$ cat src/rtl/conv8_row_feeder_pkg.sv
// Shared types and geometry for the stride-2 / pad-1 conv row feeder.
package conv8_row_feeder_pkg;

  localparam int conv8_width = 8;
  localparam int ROW_LEN     = 8;
  localparam int K           = 3;
  localparam int N_OUT       = 4;

  typedef logic [2*conv8_width-1:0] psum_t;

  typedef enum logic [2:0] {
    IDLE = 3'd0,
    SEND = 3'd1,
    WAIT = 3'd2,
    CAPT = 3'd3,
    DONE = 3'd4
  } feeder_state_e;

endpackage

$ cat src/rtl/conv8_row_feeder_if.sv
// Beat/psum link between the row feeder (master) and the row PE array (slave).
interface conv8_row_feeder_if
  import conv8_row_feeder_pkg::*;
#(
  parameter int WIDTH = conv8_width
) ();

  logic               o_en;
  logic [WIDTH-1:0]   o_f;
  logic [WIDTH-1:0]   o_r;
  logic [2*WIDTH-1:0] i_psum;

  modport master (output o_en, output o_f, output o_r, input i_psum);
  modport slave  (input o_en, input o_f, input o_r, output i_psum);

endinterface

$ cat src/rtl/conv8_psum_collector.sv
// Captures the serial psums into the packed result; ReLU clamp when CONV8_FEEDER_RELU_EN is defined.
module conv8_psum_collector
  import conv8_row_feeder_pkg::*;
#(
  parameter int WIDTH = conv8_width
) (
  input  logic                     clk,
  input  logic                     rst,
  input  logic                     cap_en,
  input  logic [2*WIDTH-1:0]       psum,
  output logic                     cap_last,
  output logic [N_OUT*2*WIDTH-1:0] res
);

  localparam int IDX_W = $clog2(N_OUT);

  logic [IDX_W-1:0]                idx_r;
  logic [N_OUT-1:0][2*WIDTH-1:0]   res_r;

  function automatic logic [2*WIDTH-1:0] relu_f(input logic [2*WIDTH-1:0] v);
`ifdef CONV8_FEEDER_RELU_EN
    relu_f = v[2*WIDTH-1] ? {(2*WIDTH){1'b0}} : v;
`else
    relu_f = v;
`endif
  endfunction

  assign cap_last = cap_en && (idx_r == IDX_W'(N_OUT-1));
  assign res      = res_r;

  // Capture index and packed result register
  always_ff @(posedge clk) begin
    if (rst) begin
      idx_r <= {IDX_W{1'b0}};
      res_r <= '0;
    end else if (cap_en) begin
      res_r[idx_r] <= relu_f(psum);
      idx_r        <= cap_last ? {IDX_W{1'b0}} : idx_r + IDX_W'(1);
    end else begin
      idx_r <= idx_r;
      res_r <= res_r;
    end
  end

endmodule

$ cat src/rtl/conv8_row_feeder.sv
// Row/filter buffer and beat sequencer for the row PE array; optional ReLU via CONV8_FEEDER_RELU_EN.
module conv8_row_feeder
  import conv8_row_feeder_pkg::*;
#(
  parameter int WIDTH    = conv8_width,
  parameter int PSUM_LAT = 8,
  parameter int GAP      = 4
) (
  input  logic                     clk,
  input  logic                     rst,
  input  logic                     wr_en,
  input  logic                     wr_sel,
  input  logic [2:0]               wr_addr,
  input  logic [WIDTH-1:0]         wr_data,
  input  logic                     start,
  output logic                     busy,
  conv8_row_feeder_if.master       pe,
  output logic [N_OUT*2*WIDTH-1:0] o_res,
  output logic                     done
);

  localparam int CNT_W   = $clog2(((PSUM_LAT > ROW_LEN) ? PSUM_LAT : ROW_LEN) + 2);
  localparam int GAP_W   = $clog2(GAP + 1);
  localparam int ROW_AW  = $clog2(ROW_LEN);
  localparam int FILT_AW = $clog2(K);

  feeder_state_e     state_r, state_s;
  logic [CNT_W-1:0]  cnt_r;
  logic [GAP_W-1:0]  gap_r;
  logic [WIDTH-1:0]  row_r  [ROW_LEN];
  logic [WIDTH-1:0]  filt_r [K];
  logic              row_loaded_r, filt_loaded_r;
  logic              busy_r, done_r, o_en_r;
  logic [WIDTH-1:0]  o_f_r, o_r_r;
  logic [ROW_AW-1:0] nxt_beat_s;
  logic              start_ok_s, lat_hit_s, cap_en_s, cap_last_s, wr_ok_s;

  assign start_ok_s = start && row_loaded_r && filt_loaded_r && (gap_r == {GAP_W{1'b0}});
  assign lat_hit_s  = (int'(cnt_r) + 32'sd1 >= PSUM_LAT);
  assign cap_en_s   = (state_r == CAPT);
  assign wr_ok_s    = wr_en && (state_r == IDLE);
  // Beat 0 is launched on the accepting edge, so the next beat is 0 unless already sending
  assign nxt_beat_s = (state_r == SEND) ? cnt_r[ROW_AW-1:0] + ROW_AW'(1) : {ROW_AW{1'b0}};

  // Next-state logic
  always_comb begin
    state_s = state_r;
    case (state_r)
      IDLE: state_s = start_ok_s ? SEND : IDLE;
      SEND: begin
        if (cnt_r == CNT_W'(ROW_LEN-1)) begin
          state_s = lat_hit_s ? CAPT : WAIT;
        end else begin
          state_s = SEND;
        end
      end
      WAIT:    state_s = lat_hit_s ? CAPT : WAIT;
      CAPT:    state_s = cap_last_s ? DONE : CAPT;
      DONE:    state_s = IDLE;
      default: state_s = IDLE;
    endcase
  end

  // State register, cycle counter and registered beat/status outputs
  always_ff @(posedge clk) begin
    if (rst) begin
      state_r <= IDLE;
      cnt_r   <= {CNT_W{1'b0}};
      busy_r  <= 1'b0;
      done_r  <= 1'b0;
      o_en_r  <= 1'b0;
      o_f_r   <= {WIDTH{1'b0}};
      o_r_r   <= {WIDTH{1'b0}};
    end else begin
      state_r <= state_s;
      busy_r  <= (state_s != IDLE);
      done_r  <= (state_s == DONE);
      if (state_r == IDLE) begin
        cnt_r <= {CNT_W{1'b0}};
      end else if ((state_r == SEND) || (state_r == WAIT)) begin
        cnt_r <= cnt_r + CNT_W'(1);
      end else begin
        cnt_r <= cnt_r;
      end
      if (state_s == SEND) begin
        o_en_r <= 1'b1;
        o_r_r  <= row_r[nxt_beat_s];
        o_f_r  <= (int'(nxt_beat_s) < K) ? filt_r[nxt_beat_s[FILT_AW-1:0]] : {WIDTH{1'b0}};
      end else begin
        o_en_r <= 1'b0;
        o_f_r  <= {WIDTH{1'b0}};
        o_r_r  <= {WIDTH{1'b0}};
      end
    end
  end

  // Buffer loads, loaded flags and inter-job gap counter
  always_ff @(posedge clk) begin
    if (rst) begin
      for (int i = 0; i < ROW_LEN; i++) row_r[i] <= {WIDTH{1'b0}};
      for (int i = 0; i < K; i++)       filt_r[i] <= {WIDTH{1'b0}};
      row_loaded_r  <= 1'b0;
      filt_loaded_r <= 1'b0;
      gap_r         <= {GAP_W{1'b0}};
    end else if (state_r == DONE) begin
      row_loaded_r  <= 1'b0;
      filt_loaded_r <= 1'b0;
      gap_r         <= GAP_W'(GAP);
    end else begin
      if (wr_ok_s && !wr_sel && (int'(wr_addr) < ROW_LEN)) begin
        row_r[wr_addr] <= wr_data;
        if (int'(wr_addr) == ROW_LEN-1) row_loaded_r <= 1'b1;
      end
      if (wr_ok_s && wr_sel && (int'(wr_addr) < K)) begin
        filt_r[wr_addr[FILT_AW-1:0]] <= wr_data;
        if (int'(wr_addr) == K-1) filt_loaded_r <= 1'b1;
      end
      if ((state_r == IDLE) && (gap_r != {GAP_W{1'b0}})) begin
        gap_r <= gap_r - GAP_W'(1);
      end
    end
  end

  conv8_psum_collector #(.WIDTH(WIDTH)) u_collector (
    .clk      (clk),
    .rst      (rst),
    .cap_en   (cap_en_s),
    .psum     (pe.i_psum),
    .cap_last (cap_last_s),
    .res      (o_res)
  );

  assign pe.o_en = o_en_r;
  assign pe.o_f  = o_f_r;
  assign pe.o_r  = o_r_r;
  assign busy    = busy_r;
  assign done    = done_r;

endmodule

$ cat src/flat_wrapper.sv
// flat-port wrapper written by rule: the top's interface ports become plain ports
module conv8_row_feeder_flat import conv8_row_feeder_pkg::*;
#(
  parameter int WIDTH    = conv8_width,
  parameter int PSUM_LAT = 8,
  parameter int GAP      = 4
)
  (clk, rst, wr_en, wr_sel, wr_addr, wr_data, start, busy, o_res, done, pe_o_en, pe_o_f, pe_o_r, pe_i_psum);
  conv8_row_feeder_if #(.WIDTH(WIDTH)) pe_i ();
  input  logic clk;
  input  logic rst;
  input  logic wr_en;
  input  logic wr_sel;
  input  logic [2:0] wr_addr;
  input  logic [WIDTH-1:0] wr_data;
  input  logic start;
  output logic busy;
  output logic [N_OUT*2*WIDTH-1:0] o_res;
  output logic done;
  output wire logic [$bits(pe_i.o_en)-1:0] pe_o_en;
  output wire logic [$bits(pe_i.o_f)-1:0] pe_o_f;
  output wire logic [$bits(pe_i.o_r)-1:0] pe_o_r;
  input wire logic [$bits(pe_i.i_psum)-1:0] pe_i_psum;
  assign pe_o_en = pe_i.o_en;
  assign pe_o_f = pe_i.o_f;
  assign pe_o_r = pe_i.o_r;
  assign pe_i.i_psum = pe_i_psum;
  conv8_row_feeder #(.WIDTH(WIDTH), .PSUM_LAT(PSUM_LAT), .GAP(GAP)) u_core (.clk(clk), .rst(rst), .wr_en(wr_en), .wr_sel(wr_sel), .wr_addr(wr_addr), .wr_data(wr_data), .start(start), .busy(busy), .pe(pe_i), .o_res(o_res), .done(done));
endmodule
$ cat config.mk
export PLATFORM = sky130hd
export DESIGN_NAME = conv8_row_feeder_flat
export DESIGN_NICKNAME = d
export VERILOG_FILES = /design/src/rtl/conv8_row_feeder_pkg.sv /design/src/rtl/conv8_row_feeder_if.sv /design/src/rtl/conv8_psum_collector.sv /design/src/rtl/conv8_row_feeder.sv /design/src/flat_wrapper.sv
export SDC_FILE = /design/constraint.sdc
export NUM_CORES = 1
export LEC_CHECK = 0
export ABC_AREA = 1
export BUFFER_PORTS_ARGS = -buffer_cell sky130_fd_sc_hd__buf_2
export CAP_MARGIN = 20
export CORE_MARGIN = 2
export CORE_UTILIZATION = 50
export DETAILED_ROUTE_END_ITERATION = 12
export GPL_ROUTABILITY_DRIVEN = 0
export PLACE_DENSITY = 0.73
export SLEW_MARGIN = 25
export SYNTH_ARGS = -nofsm -noshare
export SYNTH_HDL_FRONTEND = slang
export SYNTH_SLANG_ARGS = --single-unit
$ cat constraint.sdc
create_clock -name clk -period 1.8 [get_ports clk]
set_clock_uncertainty 0.05 [all_clocks]
set_input_delay 0.09 -clock clk [delete_from_list [all_inputs] [get_ports clk]]
set_output_delay 0.09 -clock clk [all_outputs]
set_load 0.05 [all_outputs]
* Word level (Yosys, flattened, before mapping)
Memory sizes are Yosys's and may differ from the RTL's. A register that Yosys moved wholly into a read port is not among the register bits.
Index checks and enable logic that the tools add are counted.
** Cells by class
- Eq/ne operators :: 10
- Bitwise operators :: 2
- Mux-type cells :: 29
- $add $sub $neg :: 5
- Reductions and logical operators :: 25
- Order comparisons :: 5
** Operators by type and width (count)
- bitwise mux 64 bit :: 1
- demux 16 bit (select 2 bit) :: 1
- greater-or-equal comparator 32 x 5 -> 1 bit (second input constant) :: 1
- two-way mux 3 bit :: 6
- two-way mux 16 bit :: 1
- two-way mux 8 bit :: 2
- OR reduction 8 bit :: 2
- two-way mux 1 bit :: 15
- one-hot mux 3 bit (4 select lines) :: 1
- logical AND 1 bit :: 10
- == test 3 x 1 -> 1 bit (second input constant) :: 3
- == test 3 bit (second input constant) :: 3
- == test 3 x 2 -> 1 bit (second input constant) :: 2
- logical NOT 3 bit :: 2
- < comparator 3 x 2 -> 1 bit (second input constant) :: 2
- nonzero test 3 bit :: 2
- OR reduction 2 bit :: 3
- adder 4 x 1 -> 5 bit (second input constant) :: 1
- adder 4 x 1 -> 4 bit (second input constant) :: 1
- == test 4 x 3 -> 1 bit (second input constant) :: 1
- two-way mux 2 bit :: 2
- AND reduction 2 bit :: 2
- adder 3 x 1 -> 3 bit (second input constant) :: 1
- < comparator 2 x 3 -> 1 bit (second input constant) :: 1
- 9 further kinds :: 10
** Word-level totals
- Input bits :: 32
- Output and inout port bits :: 83
- Memories kept :: 2
- Logic and storage cells :: 92
- RAM bits :: 88
- Bits in registers :: 81
** Memory list
- u_core.row_r :: words 8, bits a word 8, rd ports 1, clocked after Yosys merged registers in 1, wr ports 8, RTL line conv8_row_feeder.sv:30 : logic [WIDTH-1:0] row_r [ROW_LEN];
- u_core.filt_r :: words 3, bits a word 8, rd ports 1, clocked after Yosys merged registers in 1, wr ports 3, RTL line conv8_row_feeder.sv:31 : logic [WIDTH-1:0] filt_r [K];

* Longest topological paths before layout
Gate-level depths: netlist of the first run.
- Depth after elaboration :: 10
- Mapped depth :: 10

* Cells and area by module
A second synthesis of the first run with hierarchy kept.
** Unflattened totals
- Cells, all modules :: 973
- Area, all modules :: 8299.2 um^2
** By module, submodules not included
- conv8_row_feeder :: sequential area each 3503.4 um^2, cells each 637, area an instance 5721.7 um^2, times used 1
- conv8_psum_collector :: sequential area each 1321.3 um^2, cells each 336, area an instance 2577.5 um^2, times used 1

* Worst setup path after synthesis of the first run
OpenSTA, ideal clock, no wires.
- Path type :: reg-to-reg
- From :: reg u_core.state_r[2]
- To :: mem u_core.row_r[2][0] (netlist bit) (enable)
- Library setup time :: 0.329 ns
- Cell stages (with the launch flop) :: 8
- Path buffers :: 0
- Arrival :: 1.429 ns
- Setup slack :: -0.008 ns
- Path through :: dfxtp_1 -> inv_2 -> nand2_1 -> inv_2 -> nand2_2 -> nor3_4 -> nand4_2 -> nand2_1
** RTL lines
- start, declared :: RTL line conv8_row_feeder.sv:27 : feeder_state_e state_r, state_s;
- start signal, assigned :: RTL line conv8_row_feeder.sv:75 : state_r <= state_s;
- end, declared :: RTL line conv8_row_feeder.sv:30

==> impl_metrics.csv, run 1 <==
group,metric,value,unit
critical_path,worst_r2r_path_depth,6,
timing,setup_viol,0,
floorplanning,std_cell_rows,46,
detailed_routing,wl,20600,µm
power_and_ir_drop,irDropWorstVdd,0.710,mV
synth,yosysWarnings,0,
synth,flip_flop_and_latch_count_after_synthesis,193,
critical_path,worstSetupStartpointType,"register",
run,cap_violations,0,
synth,netlist_top_cells_area,"edfxtp_1, dfxtp_1, nor2_1",
detailed_routing,vias_per_cell,5.10,
timing,slew-limit-headroom,0.587,
critical_path,critical_path_class,"register to register",
synth,synthDominantAreaCellType,"edfxtp_1",
critical_path,startpoint_of_the_most_critical_setup_path,"u_core.state_r[2]",
finish,layout-area-overhead-vs-synth,22.1,%
detailed_routing,route.vias.total,6760,
power_and_ir_drop,pwr_dens,904,nW/µm²
power_and_ir_drop,design_power_total,0.00911,W
clock_network,clock_path_buffers,2,
critical_path,rr_endpoint,"u_core.filt_r[2][5]",
critical_path,critPathCapture,"u_core.filt_r[2][5]",
critical_path,critical_path.endpoint_type,"register",
synth,syn_inst,948,
detailed_routing,first_iter_violations,545,
critical_path,crit_path_max_fanout,8,
clock_network,path_clk_slew,0.07,ns
global_route,pin_count_of_the_biggest_net_entering_global_routing,58,
detailed_routing,wire_per_inst,15.5,µm
clock_network,worstSkewPairLatency,0.44,ns
synth,syn_avg_cell_area,8.71,µm²
outcome,run_status,"complete, no violations",
place,hpwlAfterDp,13600,µm
synth,synth.top_cells.by_count,"nor2_1, nand2_1, inv_1",
finish,seqCellArea,4820,µm²
clock_network,tritoncts_clock_tree,"done",
finish,multi_input_area,2840,µm²
finish,drive_above_1_share,0.196,
finish,diodes,0,
timing,totalNegativeSetupSlack,0,ns
detailed_routing,detailedRoute.firstPassIterationCount,5,
synth,number_of_distinct_library_cell_variants_in_the_gate_level_netlist_after_synthesis,35,
critical_path,cp.arrival,1.82,ns
timing,worst_tran_pin_value,0.618,ns
timing,unrepaired_setup_endpoints_after_global_routing,"true",
clock_network,clkSinkCount,193,
synth,synth-main-ff-cell,"dfxtp_1",
place,post-place-cells,1270,
detailed_routing,drc_errors,0,
clock_network,post-cts-setup-buffers,0,
timing,hold_viol,0,
critical_path,worstReg2RegStart,"u_core.state_r[2]",
finish,finalNonFillerCells,1326,
floorplanning,fp.coreArea,16000,µm²
clock_network,clk_root_buffer_cell,"clkbuf_16",
timing,min_period_over_period,0.981,
floorplanning,initial_utilization,0.516,
floorplanning,io_pins,115,
finish,layout.core_utilization,0.630,
floorplanning,die_x,132,µm
finish,fillCellCount,1358,
place,portBuffers,114,
floorplanning,die_height,132,µm
critical_path,setup.reg_to_reg.worst_slack,0.03,ns
detailed_routing,detail-route-antenna-nets,0,
timing,report.final.slew_viol_count,0,
global_route,globalRouteOverflowTotal,0,
clock_network,tritoncts.num_buffers,17,
timing,final.min_clock_period,1.77,ns
synth,asyncSetResetFlopFracSynth,0,
synth,synth_most_common_cell,"nor2_1",
power_and_ir_drop,p_leak,4.54,nW
synth,synth_largest_type_area_fraction,0.349,
worst_hold_path,worstHoldPathType,"input pin to register",
global_route,first_pass_grt_wire_length,33000,µm
global_route,first_global_vias,6619,
synth,synth.cell_area,8250,µm²
critical_path,worstPathRequired,1.85,ns
synth,synth.yosys.seq_area_share,0.585,
synth,number_of_flops_mapped_to_enable_cells_by_yosys,96,
global_route,antenna_found_initial,0,
clock_network,h-tree-depth,4,
timing,timing.fmax,566,MHz
global_route,grt_use_total,0.238,
floorplanning,die_area,17600,µm²
finish,design.final.nets,1137,
cell type report:
cell class / count / area share
Sequential cell: 193 / 0.479
Timing Repair Buffer: 177 / 0.113
Multi-Input combinational cell: 599 / 0.282
Tap cell: 216 / 0.0268
Inverter: 109 / 0.0406
Clock inverter: 13 / 0.0138
Clock buffer: 19 / 0.0450
report_power, final:
part | internal [W] | switching, W | total [W]
Sequential | 0.00473 | 0.0000401 | 0.00477
Clock | 0.00204 | 0.00174 | 0.00379
Combinational | 0.000191 | 0.000360 | 0.000551
kinds of logic after synthesis:
family	after synthesis	share of synthesized area
fa+ha+maj	8	0.0121
other cells	1	0.000454
simple gates	463	0.250
flops	193	0.585
xor+xnor	1	0.00106
compound gates	119	0.0728
buf+inv	163	0.0796
state kept, by name, indices dropped and copies added (netlist names):
register / flops
u_core.busy: 1
u_core.cnt_r: 4
u_core.done: 1
u_core.filt_loaded_r: 1
u_core.filt_r: 32
u_core.gap_r: 3
u_core.pe.o_en: 1
u_core.pe.o_f: 8
u_core.pe.o_r: 8
u_core.row_loaded_r: 1
u_core.row_r: 64
u_core.state_r: 3
u_core.u_collector.idx_r: 2
u_core.u_collector.res: 64
worst min path at each step:
stage,start,endpoint,slack [ns],depth (start not counted)
6_report,rst,u_core.cnt_r[2],0.04,4
5_1_grt,wr_addr[2],u_core.row_loaded_r,0.02,3
4_1_cts,rst,u_core.cnt_r[2],0.02,4
3_5_place_dp,wr_data[7],u_core.filt_r[3][7],0.24,1
3_3_place_gp,wr_data[7],u_core.filt_r[3][7],0.23,1
2_1_floorplan,wr_data[0],u_core.filt_r[3][0],0.14,0
worst max-delay path: stages, from the launching register on:
cell     delay, ns
dfxtp_1       0.37
inv_2         0.08
nor3_1        0.05
nor2_1        0.22
nand4_1       0.14
or2_1         0.25
nand2_1       0.28
layer usage:
metal / track usage / vias to the layer above / wire length, µm
li1: - / 3384 / -
met1: 0.299 / 3132 / 8770
met2: 0.405 / 219 / 10100
met3: 0.0628 / 25 / 1390
met4: 0.0723 / 0 / 289
met5: 0 / - / 0
cells in the final DEF, fill, tap and decap left out, types with 6 or more instances in the layout:
cell type	count
a21oi_1	68
buf_2	114
buf_4	36
clkbuf_16	17
conb_1	8
dfxtp_1	97
dlygate4sd3_1	24
edfxtp_1	96
ha_1	8
inv_1	102
inv_2	6
nand2_1	151
nand2_2	10
nand3_1	86
nand3_2	7
nand3b_1	8
nand4_1	26
nor2_1	161
o21ai_0	42
o21ai_1	7
stage by stage:
stage	setup slack, ns	hold WS (ns)	area (µm²)
2_1_floorplan	0.0391	0.139	8280
3_3_place_gp	0.0585	0.233	9210
3_5_place_dp	0.0300	0.235	9210
4_1_cts	0.0148	0.0164	10000
5_1_grt	-0.0555	0.0221	10100
6_report	0.0341	0.0356	10100
repair_timing:
item,CTS,global route
hold buffers,24,0
gates resized for setup,0,10
setup endpoints to repair,0,85
hold endpoints to repair,72,0
(Power assumes the default switching activity.)
==> inputs of run 2 (changes only) <==
--- a/config.mk
+++ b/config.mk
@@ -12,7 +12,7 @@
 export CORE_UTILIZATION = 50
 export DETAILED_ROUTE_END_ITERATION = 12
 export GPL_ROUTABILITY_DRIVEN = 0
-export PLACE_DENSITY = 0.73
+export PLACE_DENSITY = 0.82
 export SLEW_MARGIN = 25
 export SYNTH_ARGS = -nofsm -noshare
 export SYNTH_HDL_FRONTEND = slang
==> run 2 against run 1 <==
The run now ends with negative setup slack left. Critical path depth grew 1. Hold slack lost 0.0018 ns. Routed wire length grew 1.1%. Global-route usage shrank 0.14 points. Cell area is essentially flat. Sequential share of layout area is essentially flat. Sequential cell count is the same. Highest routed layer unchanged.
==> impl_metrics.csv, run 2 (synthesized netlist as in run 1, its figures left out) <==
group,metric,value,unit
critical_path,max_stage_delay,0.36,ns
timing,unrepaired_setup_endpoints_after_global_routing,"true",
floorplanning,fp.coreArea,16000,µm²
finish,layout-area-overhead-vs-synth,22.0,%
critical_path,critical_path.endpoint_type,"register",
timing,min_period_over_period,1.00,
clock_network,tritoncts.num_buffers,17,
power_and_ir_drop,p_sw,0.00200,W
detailed_routing,wl,20800,µm
critical_path,worst_r2r_path_depth,7,
critical_path,worstPathRequired,2.10,ns
power_and_ir_drop,power_share_of_the_clock_group,0.404,
global_route,globalRouteOverflowTotal,0,
global_route,antenna_found_initial,3,
clock_network,clk_root_buffer_cell,"clkbuf_16",
timing,setup_viol,1,
detailed_routing,wire_per_inst,15.6,µm
critical_path,cp.arrival,2.10,ns
global_route,pin_count_of_the_biggest_net_entering_global_routing,55,
critical_path,critPathCapture,"u_core.pe.o_f[6]",
critical_path,cp.buffers_inverters,1,
power_and_ir_drop,p_leak,4.55,nW
finish,fin_area,10100,µm²
power_and_ir_drop,internal_power,0.00693,W
detailed_routing,route.vias.total,6970,
place,hpwlAfterDp,13600,µm
outcome,violations,"negative setup slack",
place,portBuffers,114,
floorplanning,die_area,17600,µm²
finish,finalNonFillerCells,1331,
detailed_routing,detail-route-antenna-nets,0,
finish,fillCellCount,1342,
clock_network,worstSkewPairLatency,0.43,ns
clock_network,clock_path_buffers,2,
global_route,first_global_vias,6540,
power_and_ir_drop,pwr-share-seq,0.535,
timing,timing.fmax,554,MHz
critical_path,startpoint_of_the_most_critical_setup_path,"u_core.cnt_r[0]",
critical_path,worstSetupPathDepth,7,
finish,design.final.nets,1139,
critical_path,critical_path_class,"register to register",
timing,layout_setup_ws,-0.00364,ns
critical_path,setup.reg_to_reg.worst_slack,-0.004,ns
worst_hold_path,worstHoldPathType,"input pin to register",
clock_network,h-tree-depth,4,
floorplanning,die_height,132,µm
finish,drive_above_1_share,0.190,
global_route,grt_use_total,0.237,
timing,hold_viol,0,
critical_path,worstReg2RegStart,"u_core.cnt_r[0]",
critical_path,rr_endpoint,"u_core.pe.o_f[6]",
timing,report.final.slew_viol_count,0,
floorplanning,std_cell_rows,46,
global_route,first_pass_grt_wire_length,32900,µm
outcome,run_status,"complete, but fails checks",
detailed_routing,detailedRoute.firstPassIterationCount,5,
finish,layout_commonest_cell,"nor2_1",
clock_network,clkSinkCount,193,
detailed_routing,drc_errors,0,
critical_path,worstSetupStartpointType,"register",
detailed_routing,vias_per_cell,5.24,
run,cap_violations,0,
critical_path,critical_path.cell_chain,"ha_1, xor2_1, nand2_1, o21ai_1, inv_1, nand4_2, nor2_1",
power_and_ir_drop,swShare,0.224,
critical_path,cpLargestDelayFamily,"simple AND/OR/NAND/NOR gates",
place,detailed_place.area,9200,µm²
place,detailedPlace.worstSlack,-0.0146,ns
floorplanning,io_pins,115,
clock_network,path_clk_slew,0.06,ns
place,post-place-cells,1269,
finish,mostFrequentLayoutCells,"nor2_1, nand2_1, buf_2, inv_1, dfxtp_1",
power_and_ir_drop,power.share.combinational,0.061,
clock_network,tritoncts_clock_tree,"done",
critical_path,crit_path_max_fanout,8,
floorplanning,die_x,132,µm
timing,slew-limit-headroom,0.581,
critical_path,crit_path_top_delay_cell,"dfxtp_1",
power_and_ir_drop,irDropWorstVdd,0.625,mV
timing,worst_tran_pin_value,0.627,ns
detailed_routing,first_iter_violations,585,
power_and_ir_drop,pwr_dens,886,nW/µm²
timing,final.min_clock_period,1.80,ns
floorplanning,initial_utilization,0.516,
run 2: changes by cell type in the layout (fill, tap and decap cells not counted), sizes merged:
cell         before  now
inv             118  112
diode             0    3
clkinv            3    4
dlygate4sd3      24   25
buf             153  154
clkbuf           19   25
bufinv            1    0
run 2: worst min path at each step:
stage                    start                  end  slack, ns  cells after the start
floorplan           wr_data[0]  u_core.filt_r[3][0]       0.14                      0
global placement    wr_data[7]  u_core.filt_r[3][7]       0.23                      1
detailed placement  wr_data[5]  u_core.filt_r[3][5]       0.23                      1
CTS                     wr_sel  u_core.row_loaded_r       0.02                      4
global route            wr_sel  u_core.row_loaded_r       0.05                      4
finish                  wr_sel  u_core.row_loaded_r       0.03                      4
run 2: cell type report:
cell class	count	area, µm²	share of cell area
diodes	3	7.51	0.000745
flip-flops and latches	193	4820	0.479
multi-input cells	599	2820	0.280
well taps	216	270	0.0268
inverters	109	409	0.0406
repair buffers	179	1170	0.117
clock inverters	7	47.5	0.00472
clock buffers	25	517	0.0513
run 2: worst reg2reg max path, delay by kind of cell, from the launching register on:
family,cells,cell delay (ns)
simple gates,3,0.71
flops,1,0.36
buf+inv,1,0.08
fa+ha+maj,1,0.24
xor+xnor,1,0.16
compound gates,1,0.11
run 2: repair_timing:
action | in CTS | in global routing
setup buffers | 1 | 1
pin swaps | 1 | 1
gates resized for setup | 4 | 2
endpoints found under the setup margin | 20 | 112
hold buffers | 25 | 0
endpoints found under the hold margin | 73 | 0
run 2: metrics by stage:
step / hold slack (ns) / power [W] / TNS, ns / utilization
4_1_cts: 0.0237 / 0.00895 / 0 / 0.628
6_report: 0.0338 / 0.00892 / -0.00364 / 0.630
3_3_place_gp: 0.231 / 0.00535 / 0 / 0.575
3_5_place_dp: 0.233 / 0.00536 / -0.136 / 0.575
5_1_grt: 0.0500 / 0.00922 / -3.26 / 0.629
2_1_floorplan: 0.139 / 0.00519 / 0 / -
run 2: power by group through the flow:
stage                     logic (W)  registers [W]  clock network, W
after global placement     0.000482        0.00486                 0
after CTS                  0.000536        0.00477           0.00364
after global routing       0.000614        0.00478           0.00383
final                      0.000543        0.00477           0.00361
after detailed placement   0.000489        0.00487                 0
after floorplan            0.000331        0.00486                 0
run 2: metal layers:
| metal | GRT usage | wire length [µm] | share of wire |
|---|---|---|---|
| met1 | 0.304 | 8460 | 0.41 |
| met2 | 0.393 | 10200 | 0.49 |
| met3 | 0.0670 | 1820 | 0.087 |
| met4 | 0.0711 | 330 | 0.016 |
| met5 | 0 | 0 | 0 |
